File: src/rtl/alu_issue_pkg.sv
// Shared word size, alu mode codes and operand payload for the alu issue slice.
package alu_issue_pkg;

   localparam int unsigned WORD_SIZE = 8;

   typedef logic signed [WORD_SIZE-1:0] word_t;

   typedef enum logic {
      ALU_ADD = 1'b0,
      ALU_SUB = 1'b1
   } alu_mode_e;

   typedef struct packed {
      word_t     a;
      word_t     b;
      alu_mode_e mode;
   } alu_op_t;

   localparam word_t WORD_MAX = word_t'({1'b0, {(WORD_SIZE-1){1'b1}}});
   localparam word_t WORD_MIN = word_t'({1'b1, {(WORD_SIZE-1){1'b0}}});

   // Clamp value for an overflowed result; direction follows the sign of operand a.
   function automatic word_t sat_word(input logic neg);
      return neg ? WORD_MIN : WORD_MAX;
   endfunction

endpackage

File: src/rtl/alu_issue_if.sv
// Request and result handshakes between issue logic and writeback.
interface alu_issue_if
   import alu_issue_pkg::*;
#(
   parameter int unsigned TAG_W = 4
) ();

   logic             in_valid;
   logic             in_ready;
   word_t            in_a;
   word_t            in_b;
   logic             in_mode;
   logic [TAG_W-1:0] in_tag;

   logic             out_valid;
   logic             out_ready;
   word_t            out_result;
   logic             out_overflow;
   logic [TAG_W-1:0] out_tag;

   modport master (
      output in_valid, in_a, in_b, in_mode, in_tag, out_ready,
      input  in_ready, out_valid, out_result, out_overflow, out_tag
   );

   modport slave (
      input  in_valid, in_a, in_b, in_mode, in_tag, out_ready,
      output in_ready, out_valid, out_result, out_overflow, out_tag
   );

endinterface

File: src/rtl/alu_issue_alu.sv
// Combinational add/subtract core; wraps modulo 2^WORD_SIZE.
module alu_issue_alu
   import alu_issue_pkg::*;
(
   input  word_t     a,
   input  word_t     b,
   input  alu_mode_e mode,
   output word_t     c_c
);

   // sum or difference of the two operands
   always_comb begin
      c_c = (mode == ALU_SUB) ? (a - b) : (a + b);
   end

endmodule

File: src/rtl/alu_issue.sv
// Two-stage issue front end for the alu: operand register, result register,
// sticky overflow status and a completion counter.
module alu_issue
   import alu_issue_pkg::*;
#(
   parameter int unsigned TAG_W    = 4,
   parameter int unsigned CNT_W    = 8,
   parameter int unsigned SATURATE = 0
) (
   input  logic             clk,
   input  logic             rst_n,
   alu_issue_if.slave       io,
   input  logic             ovf_clr,
   output logic             sticky_ovf,
   output logic [CNT_W-1:0] op_count
);

   localparam int unsigned MSB = WORD_SIZE - 1;

   logic             s1_valid;
   alu_op_t          s1_op;
   logic [TAG_W-1:0] s1_tag;

   logic             s2_valid;
   word_t            s2_result;
   logic             s2_ovf;
   logic [TAG_W-1:0] s2_tag;

   logic             s2_load_c;
   logic             in_ready_c;
   logic             accept_c;
   logic             out_hs_c;
   logic             ovf_c;
   word_t            sum_c;
   word_t            res_c;

   alu_issue_alu u_alu (
      .a    (s1_op.a),
      .b    (s1_op.b),
      .mode (s1_op.mode),
      .c_c  (sum_c)
   );

   // stage advance and handshake qualifiers
   always_comb begin
      s2_load_c  = s1_valid && (!s2_valid || io.out_ready);
      in_ready_c = !s1_valid || s2_load_c;
      accept_c   = io.in_valid && in_ready_c;
      out_hs_c   = s2_valid && io.out_ready;
   end

   // overflow from operand/result sign bits, optional clamp
   always_comb begin
      if (s1_op.mode == ALU_SUB) begin
         ovf_c = (s1_op.a[MSB] != s1_op.b[MSB]) && (sum_c[MSB] != s1_op.a[MSB]);
      end else begin
         ovf_c = (s1_op.a[MSB] == s1_op.b[MSB]) && (sum_c[MSB] != s1_op.a[MSB]);
      end
      res_c = sum_c;
      if ((SATURATE != 0) && ovf_c) begin
         res_c = sat_word(s1_op.a[MSB]);
      end
   end

   // S1: operand register, loaded on accept, emptied when it drains to S2
   always_ff @(posedge clk or negedge rst_n) begin
      if (!rst_n) begin
         s1_valid <= 1'b0;
         s1_op    <= '0;
         s1_tag   <= '0;
      end else if (accept_c) begin
         s1_valid   <= 1'b1;
         s1_op.a    <= io.in_a;
         s1_op.b    <= io.in_b;
         s1_op.mode <= alu_mode_e'(io.in_mode);
         s1_tag     <= io.in_tag;
      end else if (s2_load_c) begin
         s1_valid <= 1'b0;
      end
   end

   // S2: result register, held stable while the consumer stalls
   always_ff @(posedge clk or negedge rst_n) begin
      if (!rst_n) begin
         s2_valid  <= 1'b0;
         s2_result <= '0;
         s2_ovf    <= 1'b0;
         s2_tag    <= '0;
      end else if (s2_load_c) begin
         s2_valid  <= 1'b1;
         s2_result <= res_c;
         s2_ovf    <= ovf_c;
         s2_tag    <= s1_tag;
      end else if (out_hs_c) begin
         s2_valid <= 1'b0;
      end
   end

   // sticky overflow (a new overflow beats a clear) and completion counter
   always_ff @(posedge clk or negedge rst_n) begin
      if (!rst_n) begin
         sticky_ovf <= 1'b0;
         op_count   <= '0;
      end else begin
         if (s2_load_c && ovf_c) begin
            sticky_ovf <= 1'b1;
         end else if (ovf_clr) begin
            sticky_ovf <= 1'b0;
         end
         if (out_hs_c) begin
            op_count <= op_count + CNT_W'(1);
         end
      end
   end

   assign io.in_ready     = in_ready_c;
   assign io.out_valid    = s2_valid;
   assign io.out_result   = s2_result;
   assign io.out_overflow = s2_ovf;
   assign io.out_tag      = s2_tag;

endmodule

File: src/flat_wrapper.sv
// flat-port wrapper written by rule: the top's interface ports become plain ports
module alu_issue_flat import alu_issue_pkg::*;
#(
   parameter int unsigned TAG_W    = 4,
   parameter int unsigned CNT_W    = 8,
   parameter int unsigned SATURATE = 0
)
  (clk, rst_n, ovf_clr, sticky_ovf, op_count, io_in_valid, io_in_a, io_in_b, io_in_mode, io_in_tag, io_out_ready, io_in_ready, io_out_valid, io_out_result, io_out_overflow, io_out_tag);
  alu_issue_if #(.TAG_W(TAG_W)) io_i ();
  input  logic clk;
  input  logic rst_n;
  input  logic ovf_clr;
  output logic sticky_ovf;
  output logic [CNT_W-1:0] op_count;
  input wire logic [$bits(io_i.in_valid)-1:0] io_in_valid;
  input wire logic [$bits(io_i.in_a)-1:0] io_in_a;
  input wire logic [$bits(io_i.in_b)-1:0] io_in_b;
  input wire logic [$bits(io_i.in_mode)-1:0] io_in_mode;
  input wire logic [$bits(io_i.in_tag)-1:0] io_in_tag;
  input wire logic [$bits(io_i.out_ready)-1:0] io_out_ready;
  output wire logic [$bits(io_i.in_ready)-1:0] io_in_ready;
  output wire logic [$bits(io_i.out_valid)-1:0] io_out_valid;
  output wire logic [$bits(io_i.out_result)-1:0] io_out_result;
  output wire logic [$bits(io_i.out_overflow)-1:0] io_out_overflow;
  output wire logic [$bits(io_i.out_tag)-1:0] io_out_tag;
  assign io_i.in_valid = io_in_valid;
  assign io_i.in_a = io_in_a;
  assign io_i.in_b = io_in_b;
  assign io_i.in_mode = io_in_mode;
  assign io_i.in_tag = io_in_tag;
  assign io_i.out_ready = io_out_ready;
  assign io_in_ready = io_i.in_ready;
  assign io_out_valid = io_i.out_valid;
  assign io_out_result = io_i.out_result;
  assign io_out_overflow = io_i.out_overflow;
  assign io_out_tag = io_i.out_tag;
  alu_issue #(.TAG_W(TAG_W), .CNT_W(CNT_W), .SATURATE(SATURATE)) u_core (.clk(clk), .rst_n(rst_n), .io(io_i), .ovf_clr(ovf_clr), .sticky_ovf(sticky_ovf), .op_count(op_count));
endmodule
File: config.mk
export PLATFORM = sky130hd
export DESIGN_NAME = alu_issue_flat
export DESIGN_NICKNAME = d
export VERILOG_FILES = /design/src/rtl/alu_issue_pkg.sv /design/src/rtl/alu_issue_if.sv /design/src/rtl/alu_issue_alu.sv /design/src/rtl/alu_issue.sv /design/src/flat_wrapper.sv
export SDC_FILE = /design/constraint.sdc
export NUM_CORES = 1
export LEC_CHECK = 0
export BUFFER_PORTS_ARGS = -buffer_cell sky130_fd_sc_hd__buf_2
export CAP_MARGIN = 20
export CORE_ASPECT_RATIO = 2
export CORE_MARGIN = 4
export CORE_UTILIZATION = 55
export CTS_BUF_LIST = sky130_fd_sc_hd__clkbuf_4 sky130_fd_sc_hd__clkbuf_8
export DETAILED_ROUTE_END_ITERATION = 8
export HOLD_SLACK_MARGIN = 0.03
export PLACE_DENSITY = 0.81
export SLEW_MARGIN = 10
export SYNTH_ARGS = -nofsm -noshare
export SYNTH_HDL_FRONTEND = slang
export SYNTH_SLANG_ARGS = --single-unit
File: constraint.sdc
create_clock -name clk -period 3 [get_ports clk]
set_clock_uncertainty 0.05 [all_clocks]
set_input_delay 0.9 -clock clk [delete_from_list [all_inputs] [get_ports clk]]
set_output_delay 0.9 -clock clk [all_outputs]
set_load 0.05 [all_outputs]
* Word-level counts from Yosys, hierarchy flattened
Cells that the tools add are included.
** Cells by class
- Multiplexer cells :: 8
- Add/sub/neg operators :: 3
- Reduce and logical (&&, ||, !) cells :: 13
- Equal/unequal tests :: 3
** Operator list (number)
- $add A8 B1 Y8 const B :: 1
- $add A8 B8 Y8 :: 1
- $mux W8 :: 1
- $sub A8 B8 Y8 :: 1
- $mux W1 :: 7
- $logic_and A1 B1 Y1 :: 6
- $reduce_bool A2 Y1 :: 3
- $logic_not A1 Y1 :: 2
- $logic_or A1 B1 Y1 :: 2
- $ne A1 B1 Y1 :: 2
- $eq A1 B1 Y1 :: 1
** Storage, ports and cells
- Input port bits :: 26
- Output and inout port bits :: 24
- Flip-flop bits (word level) :: 45
- Word-level logic and storage cells :: 38

* Logic depth before layout (Yosys ltp)
- Depth after elaboration :: 7
- Depth in mapped cells :: 10
- Mapped depth without buffers :: 10

* Hierarchy
A second synthesis with hierarchy kept.
** Second synthesis, totals
- Cell total of the unflattened synthesis :: 175
- Area total of the unflattened synthesis :: 2369.8 um2
** By module, submodules not included
- alu_issue :: area an instance 1903.1 um2, times used 1, cells each 114
- alu_issue_alu :: area an instance 466.7 um2, times used 1, cells each 61

* Least setup slack after synthesis
OpenSTA, ideal clock, no wires.
- Path type :: input-to-reg
- From :: input io_out_ready
- To :: register u_core.s1_op[0] (netlist name)
- Path buffers :: 1
- Stages :: 4
- Arrival :: 2230 ps
- Slack :: 595 ps
- Path through :: nand3b_1 -> nand2_1 -> buf_2 -> mux2_2
** Between the ends
- Word-level cells in the longest chain between the ends :: 4
** Ends and longest elaborated chain
- from (decl) :: RTL line flat_wrapper.sv:20 : input wire logic [$bits(io_i.out_ready)-1:0] io_out_ready;
- $logic_or A1 B1 Y1 :: RTL line alu_issue.sv:46 : s2_load_c = s1_valid && (!s2_valid || io.out_ready);
- $logic_and A1 B1 Y1 :: RTL line alu_issue.sv:46
- $logic_or A1 B1 Y1 :: RTL line alu_issue.sv:47 : in_ready_c = !s1_valid || s2_load_c;
- $logic_and A1 B1 Y1 :: RTL line alu_issue.sv:48 : accept_c = io.in_valid && in_ready_c;
No other way between the ends.
A chain may end at the register's enable or synchronous reset.

* Worst setup path after layout
- From :: register u_core.s1_op[1] (netlist name)
- To :: register u_core.sticky_ovf
** Between the ends
- Word-level cells in the longest chain between the ends :: 7
- Elaborated cells between the ends (all ways) :: 10
- Those cells by class :: add/sub: 2; eq/ne: 1; mux: 3; reduce/logical: 4
** Ends and longest elaborated chain
- $add A8 B8 Y8 / $sub A8 B8 Y8 (equally long branches) :: RTL line alu_issue_alu.sv:13 : c_c = (mode == ALU_SUB) ? (a - b) : (a + b);
- $mux W8 (*) :: RTL line alu_issue_alu.sv:13
- $ne A1 B1 Y1 (*) :: RTL line alu_issue.sv:55, alu_issue.sv:57
- $logic_and A1 B1 Y1, on equally long branches :: RTL line alu_issue.sv:57, alu_issue.sv:55
- $mux W1 (*) :: RTL line alu_issue.sv:54 : if (s1_op.mode == ALU_SUB) begin
- $logic_and A1 B1 Y1 (*) :: RTL line alu_issue.sv:105 : if (s2_load_c && ovf_c) begin
- $mux W1 / $reduce_bool A2 Y1 (equally long branches)
- to (signal assigned) :: RTL line alu_issue.sv:102 : sticky_ovf <= 1'b0;
- to (signal assigned) :: RTL line alu_issue.sv:106 : sticky_ovf <= 1'b1;
- to (signal assigned) :: RTL line alu_issue.sv:108 : sticky_ovf <= 1'b0;
- to (decl) :: RTL line alu_issue.sv:14 : output logic sticky_ovf,
Mark *: on every way between the ends. The rest lies on a longest branch, timed or not.

==> metrics.md <==
| Metric | Value |
|---|---|
| TritonRoute pass-1 iters | `4` |
| CTS tree | `built` |
| Post-layout nets | `~270` |
| Syn_nets | `212` |
| Largest net degree at the start of global routing | `24` |
| Post-synth top area share | `0.521` |
| Final GP Congestion | `roughly 0.87` |
| Initial DRC count | `25` |
| Die Wd | `about 52 µm` |
| # hold bufs at CTS | `0` |
| Core ar. | `approximately 0.0038 mm²` |
| DR vias/cell | `roughly 5.2` |
| Switching share of power | `0.446` |
| Yosys cell types | `32` |
| Internal power | `about 0.0013 W` |
| Critical Path Sink Type | `register` |
| Final min period | `between 2 and 2.5 ns` |
| Total negative slack | `0 ns` |
| Crit share post-route | `0.795` |
| Port Buffer Count | `slightly below 50` |
| Final Max Slew Viols | `0` |
| Rel. slew slack | `0.694` |
| Total number of vias | `~1,500` |
| Clk root buf | `clkbuf_8` |
| ANT cells | `0` |
| Num rows | `32` |
| FF+latch count, synth | `45` |
| Fraction of layout cells with a size suffix above 1 | `0.397` |
| Grt total ovfl | `0` |
| Warnings, synthesis | `0` |
| Vias in the first global route | `about 1,500` |
| Final-report hold violation count | `0` |
| Combinational power share | `0.470` |
| Synth top cells by count | `45 x dfrtp_1, 27 x mux2_2, 17 x xnor2_1` |
| CP peak stage delay | `a little over 0.4 ns` |
| Cell Area, Synth | `about 0.0022 mm²` |
| Critical path required time | `3.13 ns` |
| PostCTS Resize Cnt | `0` |
| Starting Density | `0.562` |
| P&R area growth vs syn | `18.7%` |
| Critical path peak fanout | `5` |
| H-tree Lvls | `2` |
| Worst-Skew Late Latency | `0.29 ns` |
| Async S/R FF share, synth | `1.00` |
| Bufs and invs on worst path | `1` |
| Initial antenna violation count | `0` |
| Max_cap viols | `0` |
| Placed cells | `about 280` |
| Leakage | `1.22 nW` |
| Die Area | `around 0.0051 mm²` |
| Switching power | `between 0.001 and 0.0015 W` |
| Number of synthesized flops with an enable pin | `0` |
| First-pass GRT wire length | `around 7000 µm` |
| WL/cell | `roughly 13 µm` |
| Gr usage total | `0.181` |
| Worst setup SP type | `register` |
| Least-Margin Pin Slew | `~0.46 ns` |
| Top delay family on crit path | `compound AO/OA/AOI/OAI gates` |
| Worst-path cell chain | `inv_1 -> ha_1 -> a21oi_1 -> xnor2_1 -> ha_1 -> a21o_1 -> a31o_1 -> a21oi_4 -> xnor2_1 -> o22ai_1` |
| Status | `finished, final reports clean` |
| Clock Power Share | `0.150` |
| Synthesized instance count | `176` |
| HPWL after DPL | `between 3000 and 4000 µm` |
| PD cells | `919 mW/mm²` |
| RSZ-0062 raised after global routing | `no` |
| Most frequent cell after synthesis | `dfrtp_1` |
| VDD IR max | `about 0.5 mV` |
| Top cells by area, synth | `dfrtp_1 52%, mux2_2 14%, xnor2_1 6.9%` |
| Top FF cell, synth | `dfrtp_1` |
| Routed Wire Length | `3820 µm` |
| DRC viols | `0` |
| Worst EP arrival | `~2.5 ns` |
| Reg2reg path depth | `10` |
| Postcts setup bufs | `0` |
| Max Freq | `419 MHz` |
| Clock tree sinks | `45` |
| Post-synth top area cell | `dfrtp_1` |
| Worst Hold Slack | `0.338 ns` |
| Clock-pin slew on the worst setup and hold paths | `about 0.080 ns` |
| Die height | `96.6 µm` |
| Clock Tree Buf Depth | `2` |
| Final setup viols | `0` |
| Final Non-Filler Cells | `283` |
| I/O pin count | `50` |
| Sequential share of power | `0.380` |
| Post-Syn Area per Cell | `roughly 12 µm²` |
| ANT nets after route | `0` |
| Hold/Removal Path Class | `in2async` |
| Seq/Total Area, Yosys | `0.521` |
| TritonCTS buffer count | `5` |
| WS Path Type | `reg2reg` |
| Worst path depth | `10` |
| Slowest cell on the critical path | `dfrtp_1` |
==> flip-flops by register name, summed over array words and instances, names as in the netlist <==
register / flops
u_core.io.out_tag: 4
u_core.io.out_overflow: 1
u_core.op_count: 8
u_core.io.out_valid: 1
u_core.s1_valid: 1
u_core.s1_tag: 4
u_core.io.out_result: 8
u_core.s1_op: 17
u_core.sticky_ovf: 1
==> cells by family (layout without fill, tap and decap cells) <==
family | Yosys count | count (layout) | share of synthesized area
mux | 28 | 28 | 0.145
compound gates | 23 | 23 | 0.0684
fa+ha+maj | 10 | 10 | 0.0614
buf+inv | 11 | 67 | 0.0209
simple gates | 37 | 37 | 0.0933
xor+xnor | 22 | 22 | 0.0892
flops | 45 | 45 | 0.521
==> metal layers <==
metal | routed length, µm | part of all wire | GRT usage | up-vias
li1 | - | - | - | 718
met1 | 1410 | 0.37 | 0.198 | 718
met2 | 2160 | 0.57 | 0.317 | 36
met3 | 189 | 0.050 | 0.0416 | 5
met4 | 59 | 0.015 | 0.0807 | 0
met5 | 0 | 0 | 0 | -
==> layout make-up <==
cell class / instances / area, µm²
multi-input combinational: 120 / 988
clock inverter: 3 / 17.5
sequential: 45 / 1130
inverter: 6 / 22.5
fill: 316 / 1280
clock buffer: 5 / 68.8
tap: 51 / 63.8
timing repair buffer: 53 / 275
==> cell usage in the layout, fill, tap and decap left out <==
cell type   instances
buf_4               4
a21oi_1             5
xor2_1              5
a31oi_1             2
nor3b_1             2
nand2b_1            3
and3_1              2
clkinvlp_4          1
clkinv_2            2
and4_2              1
xnor2_1            17
nor2_1              3
o21ai_0             6
clkbuf_8            5
mux2i_1             1
a21oi_4             1
a31o_1              1
nor4_2              1
o22ai_1             1
nor3_1              3
o21ai_1             2
ha_1                9
a21oi_2             1
mux2_2             27
nand3b_1            2
a21o_1              4
dfrtp_1            45
inv_1               6
and4_1              1
nand3_1             4
nand2_1            13
or4_1               1
buf_2              49
and2_0              1
fa_1                1
==> per-stage QoR <==
stage                     worst slack [ns]  cell area [µm²]   util  power (W)
after floorplan                      0.595             2160      -    0.00177
after global placement               0.622             2480  0.644    0.00200
after detailed placement             0.619             2480  0.644    0.00203
after CTS                            0.613             2560  0.667    0.00239
after global routing                 0.488             2560  0.667    0.00252
final                                0.615             2560  0.667    0.00235
==> path summary, 6_finish.rpt <==
check                                               startpoint                               end  slack [ns]
worst max register to register     u_core.s1_op[1]$_DFFE_PN0P_     u_core.sticky_ovf$_DFFE_PN0P_        0.62
min in group clk                u_core.op_count[7]$_DFFE_PN0P_    u_core.op_count[7]$_DFFE_PN0P_        0.42
worst min register to register  u_core.op_count[7]$_DFFE_PN0P_    u_core.op_count[7]$_DFFE_PN0P_        0.42
max in group asynchronous                                rst_n  u_core.io.out_tag[0]$_DFFE_PN0P_        2.09
worst min-delay path                                     rst_n    u_core.op_count[6]$_DFFE_PN0P_        0.34
worst max-delay path               u_core.s1_op[1]$_DFFE_PN0P_     u_core.sticky_ovf$_DFFE_PN0P_        0.62
==> power groups by stage <==
| stage | clock network (W) | logic, W | registers [W] |
|---|---|---|---|
| after CTS | 0.000371 | 0.00112 | 0.000897 |
| after detailed placement | 0 | 0.00112 | 0.000909 |
| after floorplan | 0 | 0.000470 | 0.00130 |
| after global placement | 0 | 0.00110 | 0.000900 |
| after global routing | 0.000391 | 0.00120 | 0.000924 |
| final | 0.000353 | 0.00111 | 0.000894 |
No activity file was read; power rests on OpenSTA's default activity.
